===== config.mk =====
export PLATFORM = sky130hd
export DESIGN_NAME = apb_slave
export DESIGN_NICKNAME = d
export VERILOG_FILES = /design/src/rtl/apb_slave.sv
export SDC_FILE = /design/constraint.sdc
export NUM_CORES = 1
export LEC_CHECK = 0
export CAP_MARGIN = 15
export CORE_ASPECT_RATIO = 2
export CORE_MARGIN = 3
export CORE_UTILIZATION = 50
export CTS_BUF_LIST = sky130_fd_sc_hd__clkbuf_16
export CTS_CLUSTER_DIAMETER = 100
export DETAILED_ROUTE_END_ITERATION = 16
export PLACE_DENSITY_LB_ADDON = 0.3
export SLEW_MARGIN = 30
export SYNTH_ARGS = -nofsm -noshare
export SYNTH_HDL_FRONTEND = slang
export SYNTH_SLANG_ARGS = --single-unit

===== constraint.sdc =====
create_clock -name PCLK -period 2.41 [get_ports PCLK]
set_input_delay 0.241 -clock PCLK [delete_from_list [all_inputs] [get_ports PCLK]]
set_output_delay 0.241 -clock PCLK [all_outputs]
set_load 0.05 [all_outputs]

===== src/rtl/apb_slave.sv =====
// APB3 completer: a bank of 32-bit registers behind a fixed-latency handshake.
// Register 0 is a read-only ID word. The remaining registers are read/write.
// Misaligned, out-of-window and register-0 writes answer with PSLVERR.
module apb_slave #(
    parameter int                    ADDR_WIDTH  = 32,
    parameter int                    DATA_WIDTH  = 32,
    parameter int                    NUM_REGS    = 16,
    parameter logic [ADDR_WIDTH-1:0] BASE_ADDR   = '0,
    parameter int                    WAIT_STATES = 2,
    parameter logic [DATA_WIDTH-1:0] ID_VALUE    = DATA_WIDTH'(32'hA5B0_0001)
) (
    input  logic                  PCLK,
    input  logic                  PRESET,
    input  logic                  PSEL,
    input  logic                  PENABLE,
    input  logic                  PWRITE,
    input  logic [ADDR_WIDTH-1:0] PADDR,
    input  logic [DATA_WIDTH-1:0] PWDATA,
    output logic [DATA_WIDTH-1:0] PRDATA,
    output logic                  PREADY,
    output logic                  PSLVERR
);

    localparam int                    IDX_W = $clog2(NUM_REGS);
    localparam logic [ADDR_WIDTH-1:0] SPAN  = ADDR_WIDTH'(4 * NUM_REGS);
    localparam logic [3:0]            WS    = 4'(WAIT_STATES);

    typedef enum logic [1:0] {S_IDLE, S_WAIT, S_RESP} state_t;

    state_t                  state_q;
    logic [3:0]              cnt_q;
    logic [IDX_W-1:0]        idx_q;
    logic                    wr_q;
    logic                    err_q;
    logic [DATA_WIDTH-1:0]   wdata_q;
    logic [DATA_WIDTH-1:0]   prdata_q;
    logic                    pready_q;
    logic                    pslverr_q;
    logic [DATA_WIDTH-1:0]   regs_q [NUM_REGS];

    logic                    setup;
    logic [ADDR_WIDTH-1:0]   offset;
    logic [IDX_W-1:0]        setup_idx;
    logic                    setup_err;
    logic [DATA_WIDTH-1:0]   setup_rdata;
    logic [DATA_WIDTH-1:0]   resp_rdata;

    // Decode the live setup-phase address and the response data for both the
    // zero-wait path (straight from the bus) and the waited path (latched).
    always_comb begin
        setup       = PSEL && !PENABLE;
        offset      = PADDR - BASE_ADDR;
        setup_idx   = offset[IDX_W+1:2];
        setup_err   = (PADDR[1:0] != 2'b00) || (PADDR < BASE_ADDR) ||
                      (offset >= SPAN) || (PWRITE && (setup_idx == '0));
        setup_rdata = setup_err ? '0 : regs_q[setup_idx];
        resp_rdata  = err_q ? '0 : regs_q[idx_q];
    end

    // Transfer FSM with registered PREADY/PSLVERR/PRDATA and the register bank.
    // Any setup phase (PSEL & !PENABLE) restarts the transfer, whatever the state.
    always_ff @(posedge PCLK) begin
        if (PRESET) begin
            state_q   <= S_IDLE;
            cnt_q     <= '0;
            idx_q     <= '0;
            wr_q      <= 1'b0;
            err_q     <= 1'b0;
            wdata_q   <= '0;
            prdata_q  <= '0;
            pready_q  <= 1'b0;
            pslverr_q <= 1'b0;
            for (int i = 0; i < NUM_REGS; i++)
                regs_q[i] <= (i == 0) ? ID_VALUE : '0;
        end else begin
            pready_q  <= 1'b0;
            pslverr_q <= 1'b0;
            if (setup) begin
                idx_q   <= setup_idx;
                wr_q    <= PWRITE;
                err_q   <= setup_err;
                wdata_q <= PWDATA;
                cnt_q   <= WS;
                if (WAIT_STATES == 0) begin
                    state_q   <= S_RESP;
                    pready_q  <= 1'b1;
                    pslverr_q <= setup_err;
                    prdata_q  <= setup_rdata;
                end else begin
                    state_q <= S_WAIT;
                end
            end else begin
                case (state_q)
                    S_WAIT: begin
                        if (!PSEL) begin
                            state_q <= S_IDLE;
                        end else if (cnt_q <= 4'd1) begin
                            state_q   <= S_RESP;
                            pready_q  <= 1'b1;
                            pslverr_q <= err_q;
                            prdata_q  <= resp_rdata;
                        end else begin
                            cnt_q <= cnt_q - 4'd1;
                        end
                    end
                    S_RESP: begin
                        // PSEL & PENABLE here (setup handled above): commit unless aborted
                        if (PSEL && wr_q && !err_q)
                            regs_q[idx_q] <= wdata_q;
                        state_q <= S_IDLE;
                    end
                    default: state_q <= S_IDLE;
                endcase
            end
        end
    end

    assign PRDATA  = prdata_q;
    assign PREADY  = pready_q;
    assign PSLVERR = pslverr_q;

endmodule


==> flow_summary_export.csv <==
group,metric,value,unit
layout,area_growth,15.63,%
routing,ant_nets,0,
critical_path,start_kind,"register",
yosys,synth_enable_flop_cells,512,
yosys,syn-cell-area,26160,um^2
global_routing,grt_pass1_vias,15588,
global_routing,grt_max_degree,51,
routing,via_per_inst,5.874,
sta,worst_pin_slew,0.6674,ns
clocking,clock-sinks,594,
routing,routedWlPerCell,27.12,um
die,io-pin-count,103,
global_routing,grt_pass1_wl,99210,um
sta,skew,0.02508,ns
clocking,cts-root-buf,"clkbuf_16",
global_routing,grt_usage,24.63,%
global_routing,antenna_found_initial,2,
yosys,yosysTopAreaCell,"edfxtp_1",
place,io_buffer_count,102,
yosys,synth_area_leaders,"edfxtp_1 (59%), and2_1 (12%), mux4_2 (11%), dfxtp_1 (6.3%), mux2_2 (1.4%)",
yosys,synthFlopType,"edfxtp_1",
die,die_w,167.8,um
min_path,hold_class,"in -> reg",
die,coreArea,51820,um^2
critical_path,reg2reg_to,"regs_q[14][28]",
yosys,synth.net_count,1774,
routing,first_pass_iters,5,
layout,drive_above_1_share,19.82,%
sta,rsz0062_at_grt,"no",
clocking,clk_pin_slew,0.07,ns
layout,diodes,0,
clocking,clockBufferDepth,3,
critical_path,path_max_fanout,22,
layout,final_cell_area,30250,um^2
power,ir_drop,0.4819,mV
clocking,tritoncts,"yes",
critical_path,critPathKind,"reg -> reg",
sta,timing.final.crit_share,92.73,%
yosys,ys_seq_area_share,65.04,%
die,fp.dieH,329.5,um
min_path,min_path_cells,3,
clocking,postCtsHoldBufs,0,
sta,holdWs,0.1357,ns
critical_path,r2r_start,"state_q[0]",
yosys,ys_warn_count,0,
power,powerDensity,692.2,nW/um^2
yosys,synth-async-reset-ratio,0,%
sta,fin_crit,2.235,ns
yosys,synth_top_area_share,58.77,%
clocking,cts_resized,0,
place,place.gp.congestion,0.8333,
run,maxCapViolations,0,
min_path,hold_path_end,"state_q[0]",
layout,nets,1884,
yosys,yosysMostFrequentCell,"edfxtp_1",
routing,num_vias,14756,
sta,relSlewSlack,55.51,%
critical_path,end_kind,"register",
sta,hold_viol,0,
place,dpl_cell_area,28680,um^2
critical_path,reg2regPathDepth,6,
sta,fin_tns_setup,0,ns
clocking,cts_setup_buffers,0,
place,hpwl,44120,um
yosys,ys_seq_elements,594,
critical_path,required,2.86,ns
power,p_leak,10.67,nW
min_path,worstHoldStart,"PRESET",
place,dp.cells,2422,
sta,drv_slew,0,
yosys,post_synth.cell_area_avg,15.36,um^2
die,fp-row-count,118,
yosys,syn_inst,1703,
sta,maxClockFrequency,447.5,MHz
layout,layout.cells.non_filler,2512,
yosys,synth.distinct_cells,40,
die,initial_utilization,50.49,%
die,dieArea,55270,um^2
global_routing,grt_overflow_total,0,
critical_path,r2r_slack,0.18,ns
clocking,worst_skew_pair.late_latency,0.60,ns
outcome,status,"complete, no violations",
routing,routed_wl,68130,um
yosys,ys_top_cells_by_count,"edfxtp_1 (512), and2_1 (505), mux4_2 (128)",
clocking,cts_buffers,49,
routing,drc,0,
clocking,htreeDepth,2,
sta,setup_viol,0,
critical_path,critical_path_arrival,2.69,ns
routing,drtIter0Drc,1133,
state kept, by name (all words and copies together), names as in the netlist, named ones only:
| name | flops |
|---|---|
| idx_q | 4 |
| cnt_q | 4 |
| PRDATA | 32 |
| err_q | 1 |
| PREADY | 1 |
| wdata_q | 32 |
| regs_q | 512 |
| PSLVERR | 1 |
| state_q | 2 |
| wr_q | 1 |
through the flow:
step / utilization (%) / worst slack, ns / total power [W]
floorplan: - / 0.05696 / 0.01251
global placement: 55.35 / -0.1807 / 0.01319
detailed placement: 55.35 / -0.2125 / 0.01324
CTS: 58.38 / 0.1641 / 0.02107
global route: 58.38 / 0.1019 / 0.02148
finish: 58.38 / 0.1753 / 0.02094
worst max path at each step:
stage	startpoint	endpoint	slack (ns)
floorplan	PSEL	regs_q[0][0]	0.06
global placement	PENABLE	regs_q[14][13]	-0.18
detailed placement	PSEL	regs_q[14][26]	-0.21
CTS	state_q[0]	regs_q[14][28]	0.16
global route	state_q[0]	regs_q[14][12]	0.10
finish	state_q[0]	regs_q[14][28]	0.18
placed cells by master (no fill, tap or decap), types with 2 or more instances in the layout:
cell and n:
a21oi_1 38, a22oi_1 32, and2_1 505, buf_12 50, buf_4 50, bufinv_16 5
clkbuf_16 51, clkdlybuf4s50_1 101, clkinv_1 11, clkinv_2 4, dfxtp_1 79, dfxtp_4 3
edfxtp_1 512, ha_1 2, inv_1 18, mux2_2 33, mux2i_1 32, mux4_2 128
nand2_1 76, nand2b_1 12, nand4_1 2, nand4b_1 2, nor2_1 6, nor3_1 5
nor3_4 9, nor4_1 10, nor4_4 6, o21ai_0 32, or2_2 10, or2_4 8
xor2_1 2
final cells by class:
| cell class | count | area, um^2 |
|---|---|---|
| repair buffers | 202 | 2392 |
| clock buffers | 51 | 1276 |
| multi-input cells | 964 | 8431 |
| flip-flops and latches | 594 | 17030 |
| well taps | 660 | 825.8 |
| inverters | 2 | 7.507 |
| fillers | 3917 | 21570 |
| clock inverters | 39 | 292.8 |
routing by layer:
layer  GRT usage, %  vias up  wire length, um
li1               -     6440                -
met1          28.37     7561            23270
met2          45.60      602            37360
met3          3.410      153             4468
met4          10.52        0             3023
met5              0        -                0
worst max-delay path: stages (launching register included):
cell	delay [ns]
dfxtp_1	0.33
nand4b_1	0.17
or4_4	0.45
buf_12	0.20
nor3_4	0.29
buf_4	0.42
and2_1	0.20
power by group:
part / leakage, nW / switching [W] / total, W / internal [W]
logic: 3.94 / 0.000691 / 0.00133 / 0.000637
clock network: 0.822 / 0.00360 / 0.00795 / 0.00435
registers: 5.91 / 0.000217 / 0.0117 / 0.0114
kinds of logic (layout without fill, tap and decap cells):
logic type / after synthesis / in the layout / synth area share, %
adders and majority gates: 2 / 2 / 0.09563
xor gates and xnor gates: 3 / 3 / 0.1004
muxes: 193 / 193 / 13.66
buffers and inverters: 145 / 294 / 2.917
DFF: 594 / 594 / 65.04
and+or+nand+nor: 660 / 660 / 15.81
AOI/OAI and AO/OA: 106 / 106 / 2.377
Note: power is estimated with default switching activity, not from simulation.
